File: src/rtl/ovp_gen_pkg.sv
// Shared types and default timing for the output vertical-pulse generator.
// Default timing assumes a 1024-clk sub-period.
package ovp_gen_pkg;

  typedef enum logic [1:0] {
    ST_INT,
    ST_WAIT_RX,
    ST_RX
  } src_state_e;

  localparam int QA_LEN_DEF = 1024;

  localparam int F59_QA_VTP = 550;
  localparam int F59_QB_VT  = 2036;
  localparam int F59_QB_OVR = 2092;

  localparam int F50_QA_VTP = 414;
  localparam int F50_QB_VT  = 2441;
  localparam int F50_QB_OVR = 2516;

endpackage

File: src/rtl/ovp_tbase.sv
// Free-running two-level timebase (qa sub-period, qb period count)
// producing the internal VP and the over-VP timeout.
module ovp_tbase #(
  parameter int QA_W = 11,
  parameter int QB_W = 12
) (
  input  logic            clk,
  input  logic            rst,
  input  logic            restart,
  input  logic [QA_W-1:0] cfg_qa_len,
  input  logic [QA_W-1:0] cfg_qa_vtp,
  input  logic [QB_W-1:0] cfg_qb_vt,
  input  logic [QB_W-1:0] cfg_qb_ovr,
  output logic            int_vp,
  output logic            ovr
);

  logic [QA_W-1:0] qa;
  logic [QB_W-1:0] qb;
  logic            qa_end;
  logic            qa_short;

  assign qa_end   = (qa == cfg_qa_len);
  // Degenerate lengths pin qa at 1 instead of running off to wrap.
  assign qa_short = (cfg_qa_len <= QA_W'(1));

  always_ff @(posedge clk) begin
    if (rst) begin
      qa     <= QA_W'(1);
      qb     <= '0;
      int_vp <= 1'b0;
      ovr    <= 1'b0;
    end else begin
      if (restart || qa_end || qa_short)
        qa <= QA_W'(1);
      else
        qa <= qa + QA_W'(1);
      if (restart)
        qb <= '0;
      else if (qa_end && (qb != '1))
        qb <= qb + QB_W'(1);
      int_vp <= (qa == cfg_qa_vtp) && (qb == cfg_qb_vt);
      ovr    <= qa_end && (qb == cfg_qb_ovr);
    end
  end

endmodule

File: src/rtl/ovp_gen_c.sv
// Output VP generator: picks receiver or internal VP, decimates,
// and flags receiver loss via the over-VP timeout.
module ovp_gen_c
  import ovp_gen_pkg::*;
#(
  parameter int QA_W  = 11,
  parameter int QB_W  = 12,
  parameter int DEC_W = 2
) (
  input  logic             clk,
  input  logic             rst,
  input  logic             rx_ok,
  input  logic             rx_vp,
  input  logic [QA_W-1:0]  cfg_qa_len,
  input  logic [QA_W-1:0]  cfg_qa_vtp,
  input  logic [QB_W-1:0]  cfg_qb_vt,
  input  logic [QB_W-1:0]  cfg_qb_ovr,
  input  logic [DEC_W-1:0] cfg_dec,
  output logic             ovp,
  output logic             frame_alt,
  output logic             adv_int_vp,
  output logic             rx_vp_sel,
  output logic             over_vp
);

  src_state_e       state;
  src_state_e       state_n;
  logic             rx_vp_d;
  logic             rx_edge;
  logic             int_vp;
  logic             ovr;
  logic             sel_vp;
  logic             pass;
  logic [DEC_W-1:0] qc;

  assign rx_edge    = rx_vp & ~rx_vp_d;
  assign adv_int_vp = int_vp;

  ovp_tbase #(
    .QA_W(QA_W),
    .QB_W(QB_W)
  ) u_tbase (
    .clk        (clk),
    .rst        (rst),
    .restart    (sel_vp | ovr),
    .cfg_qa_len (cfg_qa_len),
    .cfg_qa_vtp (cfg_qa_vtp),
    .cfg_qb_vt  (cfg_qb_vt),
    .cfg_qb_ovr (cfg_qb_ovr),
    .int_vp     (int_vp),
    .ovr        (ovr)
  );

  always_comb begin
    state_n = state;
    sel_vp  = int_vp;
    unique case (state)
      ST_INT: begin
        if (rx_ok) state_n = ST_WAIT_RX;
      end
      ST_WAIT_RX: begin
        if (!rx_ok) begin
          state_n = ST_INT;
        end else if (rx_edge) begin
          state_n = ST_RX;
          sel_vp  = 1'b1;
        end
      end
      ST_RX: begin
        sel_vp = rx_edge;
        if (!rx_ok) state_n = ST_INT;
      end
      default: state_n = ST_INT;
    endcase
  end

  assign pass = sel_vp && (qc == '0);

  always_ff @(posedge clk) begin
    if (rst) begin
      state     <= ST_INT;
      rx_vp_d   <= 1'b0;
      qc        <= '0;
      ovp       <= 1'b0;
      frame_alt <= 1'b0;
      rx_vp_sel <= 1'b0;
      over_vp   <= 1'b0;
    end else begin
      state   <= state_n;
      rx_vp_d <= rx_vp;
      // A source switch restarts the decimation phase.
      if (state_n != state)
        qc <= '0;
      else if (sel_vp)
        qc <= (qc >= cfg_dec) ? '0 : qc + DEC_W'(1);
      ovp       <= pass;
      frame_alt <= frame_alt ^ ovp;
      rx_vp_sel <= (state == ST_RX);
      over_vp   <= ovr;
    end
  end

endmodule

File: config.mk
export PLATFORM = sky130hd
export DESIGN_NAME = ovp_gen_c
export DESIGN_NICKNAME = d
export VERILOG_FILES = /design/src/rtl/ovp_gen_pkg.sv /design/src/rtl/ovp_tbase.sv /design/src/rtl/ovp_gen_c.sv
export SDC_FILE = /design/constraint.sdc
export NUM_CORES = 1
export LEC_CHECK = 0
export ABC_AREA = 1
export BUFFER_PORTS_ARGS = -buffer_cell sky130_fd_sc_hd__buf_2
export CORE_ASPECT_RATIO = 2
export CORE_MARGIN = 2
export CORE_UTILIZATION = 53
export DETAILED_ROUTE_END_ITERATION = 10
export GPL_TIMING_DRIVEN = 0
export PLACE_DENSITY = 0.78
export SYNTH_ARGS = -nofsm -noshare
export SYNTH_HDL_FRONTEND = slang
export SYNTH_SLANG_ARGS = --single-unit
File: constraint.sdc
create_clock -name clk -period 4.95 [get_ports clk]
set_clock_uncertainty 0.2 [all_clocks]
set_input_delay 0.495 -clock clk [delete_from_list [all_inputs] [get_ports clk]]
set_output_delay 0.495 -clock clk [all_outputs]
set_load 0.01 [all_outputs]
==> out/results.txt, run 1 <==
Status = finished, final reports clean
Worst Path Max Fanout = 10
# clock sinks = 34
Cell variety after synth = 34
Metal-1 WL = 2.14 mm
CTS HTree Levels = 2
# diodes = 0
Resized Gates After CTS = 0
Worst Hold Slack = 220 ps
Setup violators final = 0
CTS buffer count = 5
DRC viols = 0
Commonest cells post-synth = 103 x nand2_1, 48 x inv_1, 44 x nor2_1
Relative slew slack = 0.672
Cell Area, Synth = 2490 sq um
DRT iter0 DRCs = 90
WL met3 = 326 microns
Core ar. = 4550 sq um
Final-report hold violation count = 0
CTS clk-pin slew, worst paths = 80 ps
Die Footprint = 5300 sq um
CP Launch Type = flop
Clk Latency, worst-skew pair = 290 ps
GRT overflow = 0
Placed Area = 2840 sq um
Crit-path max cell delay = 430 ps
Area contributors post-synth = dfxtp_1 27%, nand2_1 16%, inv_1 7.2%, nor2_1 6.6%, xnor2_1 5.6%
Post-CTS Setup Bufs = 0
CTS tree = done
Final #Nets = 507
Syn_area_per_cell = 6.49 sq um
Top-count cell post-synth = nand2_1
Post-synth EDFFs = 0
Critical path type = reg -> reg
Dpl hpwl = 4.96 mm
Net count after synthesis = 445
DRT Wirelength = 6.16 mm
Reg power frac = 0.454
Pint = 467 uW
Worst R2R Path Depth = 9
Vias in the first global route = 2423
Share of the synthesized area in the top cell type = 0.273
First-pass GRT wire length = 10.3 mm
Root Buffer = clkbuf_8
Initial antenna violation count = 0
Design area = 2940 sq um
Nature of the critical path endpoint = flop
Sw Pwr = 161 uW
Seq cells post-synth = 34
Worst-margin pin slew = 492 ps
I/O Buffers = 55
Largest net degree at the start of global routing = 12
Min Tclk post-route = 2080 ps
Die height = 101 microns
Fillers = 445
Worst r2r src = state[1]
Hold_buf cts = 0
Synth warn = 0
DR top layer = met4
RD Place Congestion = 0.916
Hold endpoint = rx_vp_d
Setup TNS = 0 ps
CP max stage cell = dfxtp_1
Register area share after synthesis = 0.273
Comb power frac = 0.137
Die extent in x = 52.5 microns
Worst EP required = 4970 ps
Top_reg_cell synth = dfxtp_1
Tcrit/Tclk final = 0.420
Starting Density = 0.547
GRT Resource Usage Total = 0.258
Synth async-reset ratio = 0
Worst IR Drop VDD = 0.000171 V
Clock network power share = 0.409
Clk buf depth = 2
Drt via density = 5.17
# IOs = 57
PD cells = 213 nW/um^2
P&R area growth vs syn = 18.2%
Routed via count = 2595
Yosys top cell by area = dfxtp_1
Placed Instances = 494
Reg2reg setup slack = 2870 ps
Gate Count Post-Synth = 384
Leakage power = 0.00138 uW
Number of nets with antenna violations after routing = 0
Top cell by count, worst path = inv_1
Drt wl/cell = 12.3 microns
First-pass DRT Iterations = 4
Row count = 35
Worst r2r dst = u_tbase.qa[10]
RSZ-0062 raised after global routing = no
Layout cells sized above 1 = 0.206
Critical Path AT = 2100 ps
HP Class = in -> reg
Final Max Tran Viols = 0
Wire length on met2 = 3.39 mm
Hold depth = 3
Net Sw Frac = 0.257
Buf+Inv Stages, Crit Path = 2
Hold Crit Start = rx_vp
Max frequency = 482 MHz
Total of max-cap violations = 0
CP delay by family, top = simple AND/OR/NAND/NOR gates
Final Non-Filler Cells = 502
Cell Chain, Critical Path = inv_1 > ha_1 > inv_1 > o21ai_1 > nand3b_1 > nand2_1 > nor3_4 > nand3_2 > nor2_1
## cells by family (layout without fill, tap and decap cells)
family / count (synthesis) / count (layout) / share of synthesized area
AOI/OAI and AO/OA: 36 / 36 / 0.0779
and+or+nand+nor: 209 / 209 / 0.379
adders and majority gates: 9 / 9 / 0.0452
xor gates and xnor gates: 32 / 32 / 0.113
buffers and inverters: 64 / 127 / 0.112
DFF: 34 / 34 / 0.273
## placed cells by master, fill, tap and decap left out, drive strengths merged
| cell type | count |
|---|---|
| xor2 | 16 |
| a21oi | 14 |
| inv | 51 |
| ha | 9 |
| o21ai | 17 |
| o221ai | 1 |
| nor3 | 7 |
| nand2 | 106 |
| o22ai | 1 |
| nor4 | 4 |
| buf | 65 |
| nand3 | 23 |
| or2 | 4 |
| nand3b | 1 |
| bufinv | 1 |
| clkinv | 3 |
| o2111ai | 1 |
| xnor2 | 16 |
| clkbuf | 7 |
| dfxtp | 34 |
| nor2 | 47 |
| o211ai | 2 |
| nand4 | 17 |
## registers in the layout, summed over array words and instances, names as in the netlist
register        flops
over_vp             1
u_tbase.int_vp      1
rx_vp_d             1
u_tbase.qa         11
qc                  2
state               2
u_tbase.qb         12
u_tbase.ovr         1
frame_alt           1
rx_vp_sel           1
ovp                 1
## worst max-delay path by stage
stage / start / to / slack [ps] / depth (start not counted)
2_1_floorplan: state[0] / u_tbase.qa[10] / 3190 / 9
3_3_place_gp: state[1] / u_tbase.qa[1] / 2920 / 9
3_5_place_dp: state[1] / u_tbase.qa[10] / 2880 / 9
4_1_cts: state[1] / u_tbase.qa[5] / 2850 / 9
5_1_grt: state[1] / u_tbase.qa[5] / 2630 / 9
6_report: state[1] / u_tbase.qa[10] / 2870 / 9
## metal layers
layer  vias up  GRT usage
met1      1128      0.242
met5         -          0
met4         0      0.152
met2        94      0.492
li1       1347          -
met3        26     0.0341
## final cells by class
class / count / area [sq um] / share of cell area
clock buffer: 5 / 68.8 / 0.0234
tap: 55 / 68.8 / 0.0234
clock inverter: 3 / 40.0 / 0.0136
buffer: 12 / 83.8 / 0.0285
multi-input combinational: 286 / 1530 / 0.520
sequential: 34 / 681 / 0.231
timing repair buffer: 55 / 275 / 0.0935
inverter: 52 / 195 / 0.0663
## worst register-to-register path, cell delays in order, from the launching register on
cell and delay [ps]:
dfxtp_1 430, inv_1 110, ha_1 200, inv_1 100, o21ai_1 70, nand3b_1 70
nand2_1 150, nor3_4 260, nand3_2 260, nor2_1 160
## per-stage QoR
| stage | util | worst slack, ps | power [uW] |
|---|---|---|---|
| 2_1_floorplan | - | 3190 | 341 |
| 3_3_place_gp | 0.623 | 2920 | 376 |
| 3_5_place_dp | 0.623 | 2880 | 378 |
| 4_1_cts | 0.646 | 2850 | 631 |
| 5_1_grt | 0.646 | 2630 | 653 |
| 6_report | 0.646 | 2870 | 628 |
## power by group through the flow
stage | Sequential, uW | Clock (uW) | Combinational (uW)
final | 285 | 257 | 86.0
after global routing | 286 | 269 | 98.3
after detailed placement | 292 | 0 | 86.2
after global placement | 291 | 0 | 84.1
after floorplan | 290 | 0 | 51.1
after CTS | 285 | 259 | 86.6
Power figures use the tool's default switching activity.
==> inputs of run 2 (changes only) <==
clock period = 2.2 ns   (was 4.95 ns; I/O delays follow)
==> out/results.txt, run 2 (synthesis results as in run 1) <==
Status = finished, final reports clean
# clock sinks = 34 (unchanged)
RD Place Congestion = 0.916 (unchanged)
Worst-margin pin slew = 492 ps (+0.748 ps)
Cell Chain, Critical Path = inv_1 > ha_1 > inv_1 > o21ai_1 > nand3b_1 > nand2_1 > nor3_4 > inv_2 > a21oi_1
Min Tclk post-route = 1980 ps (-97.4 ps)
CP Launch Type = flop
Max frequency = 505 MHz (+4.9%)
DRT Wirelength = 6.22 mm (+1.0%)
Top cell by count, worst path = inv_1
GRT Resource Usage Total = 0.258 (+0.000590)
CTS clk-pin slew, worst paths = 70 ps (about the same)
Commonest non-fill, non-tap cell in the layout = nand2_1
First-pass DRT Iterations = 7 (+3)
Final Max Tran Viols = 0 (unchanged)
Clk Latency, worst-skew pair = 290 ps (about the same)
Die Footprint = 5300 sq um (unchanged)
Clk buf depth = 2 (unchanged)
Number of flip-flops in the largest register = 12 (unchanged)
Setup TNS = 0 ps (unchanged)
Root Buffer = clkbuf_8
Worst EP required = 2230 ps (-2740 ps)
Starting Density = 0.547 (unchanged)
Most frequent cells in the layout = 103 x nand2_1, 58 x buf_2, 48 x inv_1
RSZ-0062 raised after global routing = no
Setup violators final = 0 (unchanged)
Vias in the first global route = 2435 (+0.50%)
DRT iter0 DRCs = 84 (-6.7%)
# IOs = 57 (unchanged)
Final-report hold violation count = 0 (unchanged)
Relative slew slack = 0.672 (about the same)
Nature of the critical path endpoint = flop
Crit-path max cell delay = 380 ps (-50 ps)
Buf+Inv Stages, Crit Path = 3 (+1)
Critical Path AT = 2010 ps (-90 ps)
CP delay by family, top = simple AND/OR/NAND/NOR gates
Tcrit/Tclk final = 0.900 (+0.480)
Worst IR Drop VDD = 0.000388 V (+130%)
Critical path type = reg -> reg
Drt via density = 5.17 (+0.10%)
Final #Nets = 509 (+0.39%)
First-pass GRT wire length = 10.4 mm (+0.27%)
Die extent in x = 52.5 microns (unchanged)
# diodes = 0 (unchanged)
Layout cells sized above 1 = 0.212 (+0.00576)
HP Class = in -> reg
Leakage power = 0.00139 uW (+0.78%)
Die height = 101 microns (unchanged)
Largest net degree at the start of global routing = 12 (unchanged)
Reg with most FFs = u_tbase.qb
GRT overflow = 0 (unchanged)
DRC viols = 0 (unchanged)
Largest regs = u_tbase.qb x12, u_tbase.qa x11
I/O Buffers = 55 (unchanged)
Row count = 35 (unchanged)
CTS tree = done
CTS buffer count = 5 (unchanged)
P&R area growth vs syn = 19.3%
PD cells = 478 nW/um^2 (+120%)
Routed via count = 2608 (+0.50%)
Dpl hpwl = 4.96 mm (unchanged)
Core ar. = 4550 sq um (unchanged)
Worst Path Max Fanout = 10 (unchanged)
CTS HTree Levels = 2 (unchanged)
Total Power = 1420 uW (+130%)
Number of nets with antenna violations after routing = 0 (unchanged)
Drt wl/cell = 12.3 microns (+0.61%)
Total of max-cap violations = 0 (unchanged)
Initial antenna violation count = 0 (unchanged)
CP max stage cell = dfxtp_2
run 2: changes by cell type in the layout (fill, tap and decap cells not counted):
cell,previous run,this run
buf_4,5,6
nand3_2,3,2
dfxtp_2,0,2
dlygate4sd3_1,0,1
nand3_4,0,1
dfxtp_1,34,32
run 2: metrics by stage:
| stage | setup slack, ps | hold WS [ps] | instances | instance area [sq um] | utilization |
|---|---|---|---|---|---|
| CTS | 98.8 | 92.9 | 503 | 2950 | 0.649 |
| global placement | 174 | 241 | 494 | 2840 | 0.623 |
| detailed placement | 128 | 245 | 494 | 2840 | 0.623 |
| floorplan | 438 | 127 | 384 | 2490 | - |
| finish | 221 | 90.9 | 504 | 2970 | 0.652 |
| global route | 24.1 | 131 | 504 | 2970 | 0.652 |
run 2: area by class of cell:
class | count | area (sq um)
Fill cell | 442 | 1580
Multi-Input combinational cell | 286 | 1540
Sequential cell | 34 | 683
Timing Repair Buffer | 57 | 293
Inverter | 52 | 195
Buffer | 12 | 83.8
Clock buffer | 5 | 68.8
Tap cell | 55 | 68.8
Clock inverter | 3 | 40.0
run 2: worst paths after layout:
check	to	startpoint	slack, ps	cells past startpoint
worst max-delay path	u_tbase.qb[9]	state[1]	220	9
worst min-delay path	u_tbase.int_vp	cfg_qa_vtp[3]	90	6
worst max register to register	u_tbase.qb[9]	state[1]	220	9
worst min register to register	over_vp	u_tbase.ovr	260	2
run 2: where the power goes:
part	internal [uW]	switching, uW
clock network	333	246
logic	94.3	104
registers	627	15.6
total	1050	366
run 2: tightest hold or removal path, stage by stage:
cell and delay, ps:
buf_2 80, xnor2_1 50, nand3_1 60, nor3_1 40, nand2_1 50, nor2_1 30
run 2: timing repair:
action,4_1_cts,5_1_grt
hold buffers,1,0
endpoints found under the setup margin,0,10
resized for setup,0,3
hold endpoints to repair,1,0
buffers inserted,0,1
run 2: per-layer routing:
metal  wire [microns]  track usage
met5                0            0
met1             2160        0.242
met4              294        0.152
met3              327       0.0341
met2             3440        0.494
